--- src/rtl/cpu_types_pkg.sv ---
`default_nettype none
// +----------------------------------------------------------------------------+
// | cpu_types_pkg                                                              |
// | Shared CPU types: RAM handshake state, word type and arbiter encodings.    |
// | Revision: 1.0                                                              |
// +----------------------------------------------------------------------------+
package cpu_types_pkg;

    typedef logic [31:0] word_t;

    typedef enum logic [1:0] {
        FREE   = 2'd0,
        BUSY   = 2'd1,
        ACCESS = 2'd2,
        ERROR  = 2'd3
    } ramstate_t;

    typedef enum logic [1:0] {
        IDLE    = 2'd0,
        ISSUE   = 2'd1,
        REISSUE = 2'd2,
        DONE    = 2'd3
    } arb_state_t;

    typedef enum logic [1:0] {
        SRC_I  = 2'd0,
        SRC_DR = 2'd1,
        SRC_DW = 2'd2
    } arb_src_t;

    localparam word_t BAD_LOAD = 32'hBAD1BAD1;

endpackage
`default_nettype wire

--- src/rtl/rr_select.sv ---
`default_nettype none
// +----------------------------------------------------------------------------+
// | rr_select                                                                  |
// | Rotating-priority picker: first requesting core at or after the pointer.   |
// | Revision: 1.0                                                              |
// +----------------------------------------------------------------------------+
module rr_select #(
    parameter int CPUS = 2,
    parameter int PW   = 1
) (
    input  logic [CPUS-1:0] req_i,
    input  logic [PW-1:0]   ptr_i,
    output logic [PW-1:0]   idx_o,
    output logic            valid_o
);

    logic [PW-1:0] w_cand;

    always_comb begin
        valid_o = 1'b0;
        idx_o   = '0;
        w_cand  = '0;
        for (int k = 0; k < CPUS; k++) begin
            w_cand = PW'((int'(ptr_i) + k) % CPUS);
            if (!valid_o && req_i[w_cand]) begin
                valid_o = 1'b1;
                idx_o   = w_cand;
            end
        end
    end

endmodule
`default_nettype wire

--- src/rtl/mem_arbiter.sv ---
`default_nettype none
// +----------------------------------------------------------------------------+
// | mem_arbiter                                                                |
// | Round-robin arbiter sharing one RAM port among per-core I/D request ports. |
// | Revision: 1.0                                                              |
// +----------------------------------------------------------------------------+
module mem_arbiter
    import cpu_types_pkg::*;
#(
    parameter int CPUS    = 2,
    parameter int RETRIES = 2
) (
    input  logic              CLK,
    input  logic              nRST,
    input  logic [CPUS-1:0]   iREN,
    input  logic [CPUS*32-1:0] iaddr,
    output logic [CPUS-1:0]   iwait,
    output logic [CPUS*32-1:0] iload,
    input  logic [CPUS-1:0]   dREN,
    input  logic [CPUS-1:0]   dWEN,
    input  logic [CPUS*32-1:0] daddr,
    input  logic [CPUS*32-1:0] dstore,
    output logic [CPUS-1:0]   dwait,
    output logic [CPUS*32-1:0] dload,
    output logic              ramREN,
    output logic              ramWEN,
    output logic [31:0]       ramaddr,
    output logic [31:0]       ramstore,
    input  logic [31:0]       ramload,
    input  logic [1:0]        ramstate,
    output logic              arb_err
);

    localparam int PW = (CPUS > 1) ? $clog2(CPUS) : 1;
    localparam int RW = $clog2(RETRIES + 2);

    localparam logic [1:0] ST_IDLE    = IDLE;
    localparam logic [1:0] ST_ISSUE   = ISSUE;
    localparam logic [1:0] ST_REISSUE = REISSUE;
    localparam logic [1:0] ST_DONE    = DONE;

    logic [1:0]    state_q, state_d;
    logic [PW-1:0] rr_q, rr_d;
    logic [PW-1:0] core_q, core_d;
    arb_src_t      src_q, src_d;
    logic [RW-1:0] retry_q, retry_d;
    word_t         load_q, load_d;
    logic          err_q, err_d;
    logic          ren_q, ren_d;
    logic          wen_q, wen_d;
    word_t         addr_q, addr_d;
    word_t         store_q, store_d;

    word_t         w_iaddr  [CPUS];
    word_t         w_daddr  [CPUS];
    word_t         w_dstore [CPUS];
    logic [CPUS-1:0] w_req;
    logic [PW-1:0] w_sel;
    logic          w_sel_valid;

    generate
        for (genvar c = 0; c < CPUS; c++) begin : g_unpack
            assign w_iaddr[c]  = iaddr[c*32 +: 32];
            assign w_daddr[c]  = daddr[c*32 +: 32];
            assign w_dstore[c] = dstore[c*32 +: 32];
        end
    endgenerate

    assign w_req = iREN | dREN | dWEN;

    rr_select #(
        .CPUS (CPUS),
        .PW   (PW)
    ) u_rr_select (
        .req_i   (w_req),
        .ptr_i   (rr_q),
        .idx_o   (w_sel),
        .valid_o (w_sel_valid)
    );

    always_comb begin
        state_d = state_q;
        rr_d    = rr_q;
        core_d  = core_q;
        src_d   = src_q;
        retry_d = retry_q;
        load_d  = load_q;
        err_d   = err_q;
        ren_d   = 1'b0;
        wen_d   = 1'b0;
        addr_d  = addr_q;
        store_d = store_q;

        case (state_q)
            ST_IDLE: begin
                addr_d  = '0;
                store_d = '0;
                if (w_sel_valid) begin
                    core_d  = w_sel;
                    state_d = ST_ISSUE;
                    // A simultaneous dREN/dWEN is served as the write.
                    if (dWEN[w_sel]) begin
                        src_d   = SRC_DW;
                        wen_d   = 1'b1;
                        addr_d  = w_daddr[w_sel];
                        store_d = w_dstore[w_sel];
                    end else if (dREN[w_sel]) begin
                        src_d   = SRC_DR;
                        ren_d   = 1'b1;
                        addr_d  = w_daddr[w_sel];
                    end else begin
                        src_d   = SRC_I;
                        ren_d   = 1'b1;
                        addr_d  = w_iaddr[w_sel];
                    end
                end
            end

            ST_ISSUE: begin
                ren_d = ren_q;
                wen_d = wen_q;
                if (ramstate == ACCESS) begin
                    ren_d   = 1'b0;
                    wen_d   = 1'b0;
                    load_d  = (src_q == SRC_DW) ? '0 : ramload;
                    state_d = ST_DONE;
                end else if (ramstate == ERROR) begin
                    ren_d = 1'b0;
                    wen_d = 1'b0;
                    if (retry_q < RW'(RETRIES)) begin
                        retry_d = retry_q + RW'(1);
                        state_d = ST_REISSUE;
                    end else begin
                        load_d  = BAD_LOAD;
                        err_d   = 1'b1;
                        state_d = ST_DONE;
                    end
                end
            end

            ST_REISSUE: begin
                ren_d   = (src_q != SRC_DW);
                wen_d   = (src_q == SRC_DW);
                state_d = ST_ISSUE;
            end

            ST_DONE: begin
                rr_d    = (core_q == PW'(CPUS - 1)) ? '0 : core_q + PW'(1);
                retry_d = '0;
                addr_d  = '0;
                store_d = '0;
                state_d = ST_IDLE;
            end

            default: state_d = ST_IDLE;
        endcase
    end

    always_ff @(posedge CLK) begin
        if (!nRST) begin
            state_q <= ST_IDLE;
            rr_q    <= '0;
            core_q  <= '0;
            src_q   <= SRC_I;
            retry_q <= '0;
            load_q  <= '0;
            err_q   <= 1'b0;
            ren_q   <= 1'b0;
            wen_q   <= 1'b0;
            addr_q  <= '0;
            store_q <= '0;
        end else begin
            state_q <= state_d;
            rr_q    <= rr_d;
            core_q  <= core_d;
            src_q   <= src_d;
            retry_q <= retry_d;
            load_q  <= load_d;
            err_q   <= err_d;
            ren_q   <= ren_d;
            wen_q   <= wen_d;
            addr_q  <= addr_d;
            store_q <= store_d;
        end
    end

    assign ramREN   = ren_q;
    assign ramWEN   = wen_q;
    assign ramaddr  = addr_q;
    assign ramstore = store_q;
    assign arb_err  = err_q;

    // The live request line gates the pulse so a requester that gave up gets nothing.
    generate
        for (genvar c = 0; c < CPUS; c++) begin : g_fanout
            logic w_hit;
            logic w_i_ok;
            logic w_dr_ok;
            logic w_dw_ok;

            assign w_hit   = (state_q == ST_DONE) && (core_q == PW'(c));
            assign w_i_ok  = w_hit && (src_q == SRC_I)  && iREN[c];
            assign w_dr_ok = w_hit && (src_q == SRC_DR) && dREN[c];
            assign w_dw_ok = w_hit && (src_q == SRC_DW) && dWEN[c];

            assign iwait[c]          = !w_i_ok;
            assign iload[c*32 +: 32] = w_i_ok ? load_q : '0;
            assign dwait[c]          = !(w_dr_ok || w_dw_ok);
            assign dload[c*32 +: 32] = w_dr_ok ? load_q : '0;
        end
    endgenerate

endmodule
`default_nettype wire

--- config.mk ---
export PLATFORM = sky130hd
export DESIGN_NAME = mem_arbiter
export DESIGN_NICKNAME = d
export VERILOG_FILES = /design/src/rtl/cpu_types_pkg.sv /design/src/rtl/rr_select.sv /design/src/rtl/mem_arbiter.sv
export SDC_FILE = /design/constraint.sdc
export NUM_CORES = 1
export LEC_CHECK = 0
export CORE_AREA = 2 2 167 169
export CTS_CLUSTER_DIAMETER = 120
export DETAILED_ROUTE_END_ITERATION = 12
export DIE_AREA = 0 0 169 171
export DONT_BUFFER_PORTS = 1
export GPL_TIMING_DRIVEN = 0
export PLACE_DENSITY_LB_ADDON = 0.2
export SLEW_MARGIN = 5
export SYNTH_ARGS = -nofsm -noshare
export SYNTH_HDL_FRONTEND = slang
export SYNTH_SLANG_ARGS = --single-unit
--- constraint.sdc ---
create_clock -name CLK -period 2.2 [get_ports CLK]
set_clock_uncertainty 0.05 [all_clocks]
set_input_delay 0.55 -clock CLK [delete_from_list [all_inputs] [get_ports CLK]]
set_output_delay 0.55 -clock CLK [all_outputs]
set_load 0.01 [all_outputs]
---- After elaboration in Yosys (flattened, before gate mapping) ----
Cells that the tools add are included.
cells by class
  bitwise operators ....................... 6
  equality and inequality tests ........... 14
  $lt $le $gt $ge ......................... 5
  muxes and demuxes ....................... 56
  reductions and logical operators ........ 32
  add/subtract/negate cells ............... 3
operator list
  cell                   count
  $mux W32               22
  $pmux W32 S2           2
  $mux W1                21
  $logic_and A1 B1 Y1    15
  $mux W2                7
  $eq A2 B2 Y1 const B   5
  $ne A2 B2 Y1 const B   5
  $pmux W2 S4            1
  $reduce_and A4 Y1      2
  $lt A1 B2 Y1 const B   3
  $pmux W1 S3            2
  $reduce_bool A2 Y1     3
  $logic_not A1 Y1       5
  $eq A2 B1 Y1 const B   2
  $logic_not A2 Y1       2
  $or A2 B2 Y2           2
  $pmux W2 S2            1
  $reduce_and A2 Y1      2
  $ne A3 B3 Y1 const B   1
  $not A1 Y1             3
  $reduce_and A3 Y1      1
  $add A1 B1 Y1 const B  2
  $add A2 B1 Y2 const B  1
  $ge A2 B2 Y1 const B   1
  4 further kinds        5
word-level totals
  logic and storage cells ................. 127
  input bits .............................. 234
  output and inout bits ................... 199
  register bits ........................... 107

---- Logic depth before layout (Yosys ltp) ----
Gate-level depths: netlist (run 1).
  word-level depth ........................ 16
  depth in mapped cells ................... 8
  gate-level depth less buffers ........... 6

---- Cells and area by module ----
Synthesis (run 1) repeated with hierarchy kept, for this count alone.
second synthesis, totals
  cells, all modules ...................... 775
  area, all modules ....................... 6696.4 um^2
modules (own cells, without submodules)
  module       cells an instance  seq. area each (um^2)  area each (um^2)  times used
  mem_arbiter  772                2142.1                 6678.9            1
  rr_select    3                  0.0                    17.5              1

---- Least setup slack after synthesis (run 1) ----
OpenSTA, ideal clock, no wires.
  kind .................................... register to output
  start ................................... register state_q[0]
  end ..................................... output iload[22]
  cell stages (with the launch flop) ...... 7
  slack ................................... 0.017 ns
  arrival ................................. 1.583 ns
  buffers on the path ..................... 2
  data required time ...................... 1.600 ns
  cells stage by stage .................... dfxtp_1 > ha_1 > clkbuf_1 > nor3b_1 > and3_1 > clkbuf_1 > and2_1
between the ends
  cells in the longest elaborated chain, start to end .. 5
RTL lines
  element                            RTL line            source
  start: declaration                 mem_arbiter.sv:42   logic [1:0] state_q, state_d;
  start signal: assignment           mem_arbiter.sv:173  state_q <= state_d;
  $eq A2 B2 Y1                       mem_arbiter.sv:201  assign w_hit = (state_q == ST_DONE) && (core_q == PW'(c));
  $logic_and A1 B1 Y1                mem_arbiter.sv:201
  $logic_and A1 B1 Y1 (2 in series)  mem_arbiter.sv:202  assign w_i_ok = w_hit && (src_q == SRC_I) && iREN[c];
  $mux W32                           mem_arbiter.sv:207  assign iload[c*32 +: 32] = w_i_ok ? load_q : '0;
  end: declaration                   mem_arbiter.sv:18   output logic [CPUS*32-1:0] iload,
No other way between the ends.

---- Worst setup path in the final report (run 1) ----
  start ................................... register state_q[0]
  end ..................................... output dload[25]
between the ends
  cells in the longest elaborated chain, start to end .. 5
RTL lines
  element                            RTL line            source
  $eq A2 B2 Y1                       mem_arbiter.sv:201
  $logic_and A1 B1 Y1                mem_arbiter.sv:201
  $logic_and A1 B1 Y1 (2 in series)  mem_arbiter.sv:203  assign w_dr_ok = w_hit && (src_q == SRC_DR) && dREN[c];
  $mux W32                           mem_arbiter.sv:209  assign dload[c*32 +: 32] = w_dr_ok ? load_q : '0;
  end: declaration                   mem_arbiter.sv:24   output logic [CPUS*32-1:0] dload,
No other way between the ends.

==> results of run 1 <==
==> metrics by stage <==
step	util [%]	hold slack, ps
after global routing	26.6	277
after floorplan	-	412
after CTS	25.6	275
after detailed placement	23.2	436
final	26.6	286
after global placement	23.2	433
==> layout by cell type, fill, tap and decap left out, types with 3 or more instances in the layout <==
cell type,count
a21oi_1,46
a22oi_1,15
a31oi_1,3
and2_1,16
and2_4,113
and3_4,4
buf_2,4
buf_4,11
buf_6,5
buf_8,9
clkbuf_1,16
clkbuf_16,11
clkbuf_2,10
dfxtp_1,105
inv_1,10
mux2i_1,98
nand2_1,70
nand3_1,4
nor2_1,22
nor2b_1,4
nor3_1,3
o21ai_0,20
o21ai_1,32
o221ai_1,32
o31ai_1,3
==> worst max path at each step <==
| stage | from | endpoint | slack [ps] | cells past startpoint |
|---|---|---|---|---|
| floorplan | state_q[0] | iload[22] | 20 | 6 |
| global placement | state_q[0] | dload[28] | -630 | 6 |
| detailed placement | state_q[0] | dload[25] | -610 | 6 |
| CTS | state_q[0] | iload[5] | -160 | 5 |
| global route | state_q[1] | dwait[1] | -220 | 5 |
| finish | state_q[0] | dload[25] | -130 | 5 |
==> cells by family (layout without fill, tap and decap cells) <==
| family | after synthesis | count (layout) | share of synthesized area, % |
|---|---|---|---|
| AND/OR/NAND/NOR | 249 | 249 | 22.8 |
| AO/OA/AOI/OAI | 166 | 166 | 17.9 |
| flip-flops | 107 | 107 | 36.3 |
| multiplexers | 98 | 98 | 16.6 |
| buffers and inverters | 68 | 86 | 5.58 |
| adder cells (fa/ha/maj) | 4 | 4 | 0.848 |
| other | 0 | 1 | 0 |
==> worst max-delay path: stages, from the launching register on <==
cell and delay (ps):
dfxtp_4 380, ha_4 160, and3b_1 200, and3_4 310, clkbuf_16 180, and2_4 150
==> registers in the layout, indices dropped and copies added, names as in the netlist <==
| name | count |
|---|---|
| src_q | 2 |
| retry_q | 2 |
| arb_err | 1 |
| core_q | 1 |
| state_q | 2 |
| ramstore | 32 |
| ramaddr | 32 |
| load_q | 32 |
| rr_q | 1 |
| ramWEN | 1 |
| ramREN | 1 |
==> power by group through the flow <==
stage | Clock, mW | Sequential, mW | Combinational (mW)
4_1_cts | 1.86 | 2.34 | 0.736
6_report | 1.77 | 2.34 | 0.731
3_3_place_gp | 0 | 2.38 | 0.712
2_1_floorplan | 0 | 2.31 | 0.531
3_5_place_dp | 0 | 2.38 | 0.716
5_1_grt | 1.94 | 2.36 | 0.811
==> layer usage <==
metal	wire, um	GRT usage, %	vias to the layer above
met2	11000	23.4	217
li1	-	-	2445
met3	1520	3.59	13
met1	10300	19.8	2534
met4	190	3.49	2
met5	12	0	-
==> area by class of cell <==
cell class	instances	area, um2
Timing Repair Buffer	6	56.3
Tap cell	346	433
Antenna cell	1	2.50
Sequential cell	107	2150
Buffer	54	445
Inverter	10	37.5
Fill cell	2968	20100
Multi-Input combinational cell	517	3830
Clock inverter	7	97.6
Clock buffer	9	225
==> repair_timing <==
item / 4_1_cts / 5_1_grt
pin swaps: 4 / 3
endpoints found under the setup margin: 223 / 223
buffers inserted: 5 / 0
endpoints found under the hold margin: 0 / 0
resized for setup: 87 / 118
cloned: 0 / 1
==> flow_metrics.py, run 1 <==
metrics = {
    "routing": {
        "dr.pass1.iters": 4,
        "drc_errors": 0,
        "drtAntennaViolNets": 0,
        "vias": 5211,
        "drt_iter0_markers": 262,
        "wirelength_um": 23000,
        "wl_per_cell_um": 21.8,
        "routed_via_density": 4.93,
    },
    "flow_run": {
        "drv_cap": 0,
    },
    "synth": {
        "synth_edf_count": 0,
        "synth-main-ff-cell": "dfxtp_1",
        "synth.area.top_cells": "dfxtp_1, mux2i_1, and2_1, o221ai_1, nand2_1",
        "synth.distinct_cells": 43,
        "syn-num-nets": 930,
        "yosys.area.top_type_share_pct": 36.3,
        "synth_common_cells": "and2_1, dfxtp_1, mux2i_1, nand2_1, a21oi_1",
        "synth-seq-cells": 107,
        "synth.avg_cell_area_um2": 8.53,
        "synth_most_common_cell": "and2_1",
        "syn_area_um2": 5900,
        "yosys.area.top_type": "dfxtp_1",
        "async_flop_share_pct": 0,
        "yosysWarnings": 0,
        "seq_area_frac_synth_pct": 36.3,
        "syn-instance-count": 692,
    },
    "final_layout": {
        "final_cells": 1057,
        "syn2layout_area_growth_pct": 23.3,
        "drive_above_1_share_pct": 27.3,
        "finish.net_count": 943,
        "design_area_um2": 7270,
    },
    "cts": {
        "cts_tree": "built",
        "clk_pin_slew_ps": 90,
        "h-tree-depth": 3,
        "clkLatencyLatePin_ps": 350,
        "hold_buffers": 0,
        "clockRootBuffer": "clkbuf_16",
        "cts_made_buffers": 9,
        "cts_buffer_depth": 2,
        "cts.sinks": 107,
    },
    "global_route": {
        "antenna_found_initial": 2,
        "grt_pass1_vias": 4919,
        "grt.total_usage_pct": 14.6,
        "grt_max_degree": 21,
        "overflow": 0,
        "grt_pass1_wl_um": 31600,
    },
    "power_and_ir_drop": {
        "p_per_area_nw_per_um2": 667,
        "p_int_mw": 3.33,
        "power_leakage_nw": 3.20,
        "combPwrFrac_pct": 15.1,
        "ir_drop_mv": 0.464,
        "clockPowerShare_pct": 36.6,
        "power.share.switching_pct": 31.3,
        "power_mw": 4.85,
        "power_frac_seq_pct": 48.3,
        "p_switching_mw": 1.52,
    },
    "floorplanning": {
        "coreArea_um2": 27300,
        "num_rows": 61,
        "fp.dieArea_um2": 28900,
        "dieWidth_um": 169,
        "pin_count": 433,
        "die_y_um": 171,
        "initial_core_util_pct": 21.6,
    },
    "worst_setup_path": {
        "r2r_cells": 7,
        "required_ps": 1600,
        "r2r_end": "ramstore[22]",
        "critPathMaxFanout": 6,
        "rrSetupSlack_ps": 140,
        "crit_path_start_kind": "register",
        "critPathCaptureType": "output pin",
        "reg2reg_from": "state_q[0]",
        "critical_path_class": "reg2out",
        "cp.arrival_ps": 1730,
    },
    "sta": {
        "fmax_ghz": 0.429,
        "final_max_slew_viol_count": 0,
        "finalCritPeriodShare_pct": 106,
        "tightest_slew_ps": 692,
        "worst_slack_ps": -133,
        "relSlewSlack_pct": 53.8,
        "fin_setup_tns_ps": -12060,
        "rsz0062_at_grt": "true",
        "final-setup-viol-count": 124,
        "post-route-min-period_ps": 2330,
        "finalHoldViolations": 0,
    },
    "placed_design": {
        "dpl.hpwl_um": 17800,
        "placed_cells": 1038,
        "pre_cts_slack_ps": -610,
        "dpl_cell_area_um2": 6330,
        "finalWeightedCongestion": 0.731,
        "port_buffers": 0,
    },
    "status": {
        "status": "finished with violations",
        "violations": "setup timing",
    },
    "hold_path": {
        "holdCritPathClass": "in2reg",
        "hp-start": "ramload[5]",
        "min_path_cells": 2,
        "hold_end": "load_q[5]",
    },
}
Power figures use the tool's default switching activity.
==> run 2, diff against run 1 <==
CAP_MARGIN = 20   (was unset)
==> results of run 2 <==
No change in the layout: final DEF, timing and power equal those of run 1.
